### src/rtl/i2c_cfg_pkg.sv
// Shared types and constants for the dual-camera SCCB configuration arbiter.
package i2c_cfg_pkg;
  typedef enum logic [1:0] {
    S_IDLE     = 2'd0,
    S_ISSUE    = 2'd1,
    S_WAIT_END = 2'd2,
    S_GAP      = 2'd3
  } state_t;

  localparam logic [7:0] DEV_OV5640 = 8'h78;

  // Layout of the 32-bit write word: {dev_addr, reg_addr, value}
  localparam int DEV_MSB = 31;
  localparam int DEV_LSB = 24;
  localparam int REG_MSB = 23;
  localparam int REG_LSB = 8;
  localparam int VAL_MSB = 7;
  localparam int VAL_LSB = 0;

  localparam int TO_W = 10;
endpackage

### src/rtl/rr_arb2.sv
// Two-way round-robin grant; on a tie the requester that did not win last time wins.
module rr_arb2 (
  input  logic       clk,
  input  logic       rst,
  input  logic [1:0] req,
  input  logic       take,
  output logic       gnt_vld,
  output logic       gnt_sel,
  output logic       last
);
  assign gnt_vld = |req;
  assign gnt_sel = (req == 2'b11) ? ~last : req[1];

  // Resets to 1 so requester 0 wins the first tie.
  always_ff @(posedge clk or posedge rst) begin
    if (rst)       last <= 1'b1;
    else if (take) last <= gnt_sel;
  end
endmodule

### src/rtl/i2c_cfg_arbiter.sv
// Shares one i2c_com write engine between two camera config sequencers:
// round-robin grant, tr_end timeout, retry on NACK, per-requester done/err.
module i2c_cfg_arbiter
  import i2c_cfg_pkg::*;
#(
  parameter int NUM_RETRY   = 2,
  parameter int TIMEOUT_CYC = 1023,
  parameter int GAP_CYC     = 2
) (
  input  logic        clock_i2c,
  input  logic        camera_rst,
  input  logic        req0,
  input  logic        req1,
  input  logic [31:0] i2c_data0,
  input  logic [31:0] i2c_data1,
  output logic        done0,
  output logic        done1,
  output logic        err0,
  output logic        err1,
  output logic        busy,
  output logic        gnt_id,
  output logic        start,
  output logic [31:0] i2c_data,
  input  logic        tr_end,
  input  logic        ack
);
  localparam logic [2:0]      RETRY_MAX = 3'(NUM_RETRY);
  localparam logic [TO_W-1:0] TO_MAX    = TO_W'(TIMEOUT_CYC);
  localparam logic [3:0]      GAP_LAST  = 4'(GAP_CYC - 1);

  state_t          state, state_nxt;
  logic [2:0]      retry_cnt;
  logic [TO_W-1:0] to_cnt, to_inc;
  logic [3:0]      gap_cnt;
  logic            retry_pend, done_q, err_q;
  logic [1:0]      mask;
  logic            gnt_vld, gnt_sel, take, fin, fin_err, retry;

  assign to_inc = to_cnt + 1'b1;

  // The granted requester stays masked until one cycle after its done,
  // so a req that is still high from the finished write cannot re-grant.
  rr_arb2 u_arb (
    .clk     (clock_i2c),
    .rst     (camera_rst),
    .req     ({req1, req0} & ~mask),
    .take    (take),
    .gnt_vld (gnt_vld),
    .gnt_sel (gnt_sel),
    .last    (gnt_id)
  );

  always_ff @(posedge clock_i2c or posedge camera_rst) begin
    if (camera_rst) state <= S_IDLE;
    else            state <= state_nxt;
  end

  always_comb begin
    state_nxt = state;
    take      = 1'b0;
    fin       = 1'b0;
    fin_err   = 1'b0;
    retry     = 1'b0;
    case (state)
      S_IDLE: if (gnt_vld) begin
        take      = 1'b1;
        state_nxt = S_ISSUE;
      end
      S_ISSUE: state_nxt = S_WAIT_END;
      S_WAIT_END: begin
        // tr_end takes priority over a timeout landing in the same cycle
        if (tr_end) begin
          state_nxt = S_GAP;
          if (ack)                         fin   = 1'b1;
          else if (retry_cnt < RETRY_MAX)  retry = 1'b1;
          else begin
            fin     = 1'b1;
            fin_err = 1'b1;
          end
        end else if (to_inc == TO_MAX) begin
          state_nxt = S_GAP;
          fin       = 1'b1;
          fin_err   = 1'b1;
        end
      end
      S_GAP: if (gap_cnt >= GAP_LAST && !tr_end)
        state_nxt = retry_pend ? S_ISSUE : S_IDLE;
      default: state_nxt = S_IDLE;
    endcase
  end

  always_ff @(posedge clock_i2c or posedge camera_rst) begin
    if (camera_rst) begin
      start      <= 1'b0;
      i2c_data   <= '0;
      done_q     <= 1'b0;
      err_q      <= 1'b0;
      busy       <= 1'b0;
      retry_cnt  <= '0;
      to_cnt     <= '0;
      gap_cnt    <= '0;
      retry_pend <= 1'b0;
      mask       <= '0;
    end else begin
      done_q <= fin;
      err_q  <= fin_err;
      start  <= (state_nxt == S_ISSUE) || (state_nxt == S_WAIT_END);
      if (take) begin
        i2c_data  <= gnt_sel ? i2c_data1 : i2c_data0;
        busy      <= 1'b1;
        retry_cnt <= '0;
        mask      <= gnt_sel ? 2'b10 : 2'b01;
      end else if (done_q) begin
        mask <= '0;
      end
      if (state == S_ISSUE) begin
        to_cnt     <= '0;
        retry_pend <= 1'b0;
      end
      if (state == S_WAIT_END) begin
        to_cnt <= to_inc;
        if (retry) begin
          retry_cnt  <= retry_cnt + 1'b1;
          retry_pend <= 1'b1;
        end
      end
      if (state != S_GAP)         gap_cnt <= '0;
      else if (gap_cnt != 4'hf)   gap_cnt <= gap_cnt + 1'b1;
      if (state == S_GAP && state_nxt == S_IDLE) busy <= 1'b0;
    end
  end

  assign done0 = done_q & ~gnt_id;
  assign done1 = done_q &  gnt_id;
  assign err0  = err_q  & ~gnt_id;
  assign err1  = err_q  &  gnt_id;
endmodule
### config.mk
export PLATFORM = sky130hd
export DESIGN_NAME = i2c_cfg_arbiter
export DESIGN_NICKNAME = d
export VERILOG_FILES = /design/src/rtl/i2c_cfg_pkg.sv /design/src/rtl/rr_arb2.sv /design/src/rtl/i2c_cfg_arbiter.sv
export SDC_FILE = /design/constraint.sdc
export NUM_CORES = 1
export LEC_CHECK = 0
export BUFFER_PORTS_ARGS = -buffer_cell sky130_fd_sc_hd__clkbuf_2
export CAP_MARGIN = 30
export CORE_MARGIN = 5
export CORE_UTILIZATION = 45
export DETAILED_ROUTE_END_ITERATION = 16
export HOLD_SLACK_MARGIN = 0.03
export PLACE_DENSITY = 0.81
export SYNTH_ARGS = -nofsm -noshare
export SYNTH_HDL_FRONTEND = slang
export SYNTH_HIERARCHICAL = 1
export SYNTH_SLANG_ARGS = --single-unit
### constraint.sdc
create_clock -name clock_i2c -period 4.8 [get_ports clock_i2c]
set_input_delay 1.2 -clock clock_i2c [delete_from_list [all_inputs] [get_ports clock_i2c]]
set_output_delay 1.2 -clock clock_i2c [all_outputs]
set_load 0.1 [all_outputs]
==> results.yml, run 1 <==
floorplanning:
  core_area_sq_um: 6681
  fp-row-count: 30
  io_pins: 109
  die_h_um: 92.15
  dieArea_sq_um: 8491
  die_width_um: 92.15
  start_util: 0.4545
worst_setup_path:
  cp-end-kind: "register"
  arrival_ns: 2.99
  path_class: "in2reg"
  cp-start-kind: "primary input"
  r2r_cells: 5
  cp_max_fo: 25
  critPathRequiredTime_ns: 5.00
clock_tree:
  cts_buffer_depth: 2
  clk_pin_slew_worst_paths_ns: 0.06
  post_cts_resized: 0
  cts_sinks: 59
  cts_inserted_buffers: 9
  post_cts.repair.setup_buffers: 0
  root_buffer: "clkbuf_8"
  tritoncts: "built"
  holdBufCountCts: 0
  htreeDepth: 3
  worstSkewPairLatency_ns: 0.33
grt:
  antenna_found_initial: 0
  track_usage: 0.1720
  grt_max_degree: 72
  grt_pass1_wl_um: 11590
  gr-total-overflow: 0
  grt_pass1_vias: 2506
routing:
  antenna_left: 0
  routed-via-count: 2586
  drtIter0Drc: 188
  remaining_drc_errors: 0
  drt_wl_total_um: 7257
  wl_per_cell_um: 14.60
  viasPerCell: 5.203
  drt_first_pass_iters: 4
min_path:
  min_path_cells: 2
  hp-class: "reg2reg"
logic_synthesis:
  syn_nets: 387
  synthArstFlopShare: 1.000
  syn_area_per_cell_sq_um: 9.956
  netlist_instances: 305
  synth_edf_count: 0
  synthTopCellsByArea: "dfrtp_1 48%, mux2i_1 11%, o21ai_0 6.9%"
  synth_area_sq_um: 3037
  synth_area_leader_cell: "dfrtp_1"
  ys_seq_elements: 59
  synth-main-ff-cell: "dfrtp_1"
  synthDistinctLibCells: 45
  synth_top_area_share: 0.4780
  yosysSeqAreaShare: 0.4866
  yosysWarnings: 6
cells_and_area:
  layout.nets: 495
  fill_cells: 568
  area_growth_pct: 27.77
  layout-drive-gt1-share: 0.3333
  final_util: 0.5807
  multiInputGateArea_sq_um: 1436
  antenna_cells: 0
  seqCellArea_sq_um: 1478
  finalInstanceArea_sq_um: 3880
place:
  placed_area_sq_um: 3645
  port_buffers: 108
  dp_hpwl_um: 5377
  routabilityCongestion: 0.7706
sta:
  rsz0062_at_grt: "false"
  finalHoldViolations: 0
  fin_crit_sh: 0.5809
  fin_setup_tns_ns: 0
  fin_worst_skew_ns: 0.007068
  tightest_slew_ns: 0.9666
  maxSlewHeadroom: 0.3540
  finalMaxSlewViolations: 0
  period_minus_slack_ns: 2.788
  fmax_ghz: 0.3586
  setup_viol: 0
status:
  outcome: "complete, no violations"
job:
  drv_cap: 0
-- through the flow --
step                      hold slack, ns  worst slack [ns]  instances
after detailed placement          0.4710             1.594        481
after global placement            0.4617             1.775        481
after floorplan                   0.4640             1.650        305
after global routing              0.5088             1.888        497
final                             0.4816             2.012        497
after CTS                         0.4865             1.965        496
-- cell usage in the layout, fill, tap and decap left out, drive strengths merged, types with 2 or more instances in the layout --
cell and count:
clkbuf 118, dfrtp 58, o21ai 42, nand2 38, mux2i 34, inv 20
ha 12, nor2 11, nor2b 9, a21oi 9, nand3 7, o22ai 6
a31oi 4, nor3 4, and3 3, buf 3, nand3b 2, nand4 2
a22o 2, nand2b 2, o31ai 2, xnor2 2, and2 2, nor3b 2
clkinv 2, bufinv 2, nor4b 2, o2111ai 2
-- sequential cells by signal, summed over array words and instances, names as in the netlist --
signal      flops
err_q           1
mask            2
to_cnt         10
done_q          1
retry_pend      1
state           2
i2c_data       32
busy            1
gap_cnt         4
start           1
u_arb/last      1
retry_cnt       3
-- final timing paths --
check,end,start,slack [ns]
max in group asynchronous,to_cnt[6],camera_rst,3.23
max,i2c_data[10],req1,2.01
min reg2reg,i2c_data[29],i2c_data[29],0.48
min,i2c_data[29],i2c_data[29],0.48
max reg2reg,i2c_data[10],mask[1],2.57
min in group asynchronous,u_arb/last,camera_rst,0.88
-- logic make-up (layout without fill, tap and decap cells) --
| kind of cell | count (synthesis) | after routing | share of synthesized area |
|---|---|---|---|
| compound gates | 74 | 74 | 0.1438 |
| flops | 59 | 59 | 0.4866 |
| mux | 35 | 35 | 0.1170 |
| fa+ha+maj | 12 | 12 | 0.04944 |
| buf+inv | 34 | 146 | 0.04368 |
| simple gates | 88 | 88 | 0.1508 |
| xor+xnor | 3 | 3 | 0.008654 |
-- synthesized netlist by cell type, drive strengths merged, types with 2 or more instances --
cell type and count:
dfrtp 58, o21ai 42, nand2 38, mux2i 34, inv 20, ha 12, nor2 11, clkbuf 10
a21oi 9, nor2b 9, nand3 7, o22ai 6, a31oi 4, buf 4, nor3 4, and3 3
a22o 2, and2 2, nand2b 2, nand3b 2, nand4 2, nor3b 2, nor4b 2, o2111ai 2
o31ai 2, xnor2 2
-- layout make-up --
type / count / share of cell area
sequential: 59 / 0.3808
multi-input combinational: 212 / 0.3702
clock inverter: 5 / 0.01999
inverter: 20 / 0.01935
tap: 80 / 0.02580
timing repair buffer: 111 / 0.1483
clock buffer: 10 / 0.03547
-- per-layer routing --
layer	track usage	wire length, um	share of wire	vias to the layer above
li1	-	-	-	1281
met1	0.2103	3124	0.43	1205
met2	0.2816	3493	0.48	93
met3	0.05496	549	0.076	7
met4	0.06807	89	0.012	0
met5	0	0	0	-
-- worst max-delay path, stage by stage --
cell,delay (ns)
clkbuf_2,0.07
nor2b_1,0.16
a21boi_4,0.80
buf_4,0.37
mux2i_1,0.25
o21ai_0,0.12
Power of run 1 is not shown: default switching activity piles up to over one toggle a cycle in this logic, so the estimate is an artifact.
==> inputs of run 2 (changes only) <==
Clock period 4.8 ns to 2.9 ns, I/O delays scaled along.
==> run 2 against run 1 <==
Effect of this change:
- cell count is 0.20% higher
- sequential cell count did not move
- worst hold slack got worse by 0.095 ns
- register-to-register slack lost 1.7 ns
- global-route usage barely moved
- setup slack got worse by 1.4 ns
- core utilization up 0.86 points
- clock skew hardly changed
- clock-buffer cell count grew 2
- critical path depth decreased by 4
- die area unchanged
==> results.yml, run 2 (synthesized netlist as in run 1, its figures left out) <==
status:
  outcome: "complete, no violations"
clock_tree:
  holdBufCountCts: 0
  worstSkewPairLatency_ns: 0.33
  post_cts_resized: 0
  cts_sinks: 59
  htreeDepth: 3
  root_buffer: "clkbuf_8"
  post_cts.repair.setup_buffers: 0
  cts_buffer_depth: 2
  cts_inserted_buffers: 9
  tritoncts: "built"
  clk_pin_slew_worst_paths_ns: 0.06
grt:
  grt_pass1_vias: 2592
  antenna_found_initial: 0
  grt_max_degree: 42
  track_usage: 0.1719
  gr-total-overflow: 0
  grt_pass1_wl_um: 11850
place:
  dp_hpwl_um: 5467
  port_buffers: 108
  routabilityCongestion: 0.8455
cells_and_area:
  largestRegisters: "i2c_data (32), to_cnt (10), gap_cnt (4)"
  area_growth_pct: 29.67
  antenna_cells: 0
  largest_reg_flops: 32
  layout_commonest_cell: "clkbuf_2"
  layout.nets: 495
  regMostFlops: "i2c_data"
  mostFrequentLayoutCells: "108 x clkbuf_2, 58 x dfrtp_1, 42 x o21ai_0, 36 x nand2_1, 34 x mux2i_1"
  layout-drive-gt1-share: 0.3349
sta:
  fin_setup_tns_ns: 0
  maxSlewHeadroom: 0.6277
  finalMaxSlewViolations: 0
  fmax_ghz: 0.4433
  setup_viol: 0
  rsz0062_at_grt: "false"
  period_minus_slack_ns: 2.256
  finalHoldViolations: 0
  fin_worst_skew_ns: 0.006991
  tightest_slew_ns: 0.5609
  fin_crit_sh: 0.7779
worst_setup_path:
  path_class: "reg2out"
  critPathRequiredTime_ns: 2.17
  cp-end-kind: "primary output"
  cp_max_fo: 7
  arrival_ns: 1.53
  cp-start-kind: "register"
floorplanning:
  dieArea_sq_um: 8491
  die_width_um: 92.15
  die_h_um: 92.15
  io_pins: 109
  core_area_sq_um: 6681
  start_util: 0.4545
  fp-row-count: 30
routing:
  routed-via-count: 2593
  drtIter0Drc: 63
  drt_wl_total_um: 7068
  drt_first_pass_iters: 4
  wl_per_cell_um: 14.19
  remaining_drc_errors: 0
  viasPerCell: 5.207
  antenna_left: 0
min_path:
  hp-class: "in2async"
job:
  drv_cap: 0
-- run 2: changes by cell type in the layout (fill, tap and decap cells not counted) --
cell        previous run  this run
clkinv_2               2         1
clkbuf_8              10        12
bufinv_16              2         3
buf_4                  2         1
clkinvlp_4             1         0
buf_12                 1         2
-- run 2: metrics by stage --
step | setup WS, ns | util | std cells | hold WS [ns] | instance area (sq um)
floorplan | 0.2255 | - | 305 | 0.4640 | 3037
global route | 0.5883 | 0.5893 | 498 | 0.3886 | 3938
finish | 0.6440 | 0.5893 | 498 | 0.3863 | 3938
global placement | 0.7348 | 0.5504 | 482 | 0.4610 | 3677
CTS | 0.6234 | 0.5893 | 498 | 0.3738 | 3938
detailed placement | 0.6335 | 0.5504 | 482 | 0.4733 | 3677
-- run 2: layout make-up --
type	count	area, sq um
repair buffers	111	588.1
multi-input cells	212	1436
well taps	80	100.1
fillers	574	2744
flip-flops and latches	59	1478
clock inverters	4	95.09
inverters	20	75.07
clock buffers	12	165.2
-- run 2: final timing paths --
path | start | to | slack, ns | depth (start not counted)
max in group asynchronous | camera_rst | gap_cnt[1] | 1.92 | 3
setup reg to reg | state[0] | start | 0.87 | 7
min in group clock_i2c | i2c_data[18] | i2c_data[18] | 0.48 | 2
setup / recovery | u_arb/last | done1 | 0.64 | 2
hold / removal | camera_rst | u_arb/last | 0.39 | 2
hold reg to reg | i2c_data[18] | i2c_data[18] | 0.48 | 2
-- run 2: worst max-delay path: stages (launching register included) --
cell      delay, ns
dfstp_2        0.61
and2_1         0.14
clkbuf_2       0.45
-- run 2: layer usage --
layer | GRT usage | vias up | wire length [um]
li1 | - | 1278 | -
met4 | 0.07302 | 0 | 119
met5 | 0 | - | 0
met2 | 0.2974 | 99 | 3514
met1 | 0.1959 | 1203 | 2868
met3 | 0.05250 | 13 | 566
Power of run 2 is left out for the same reason.
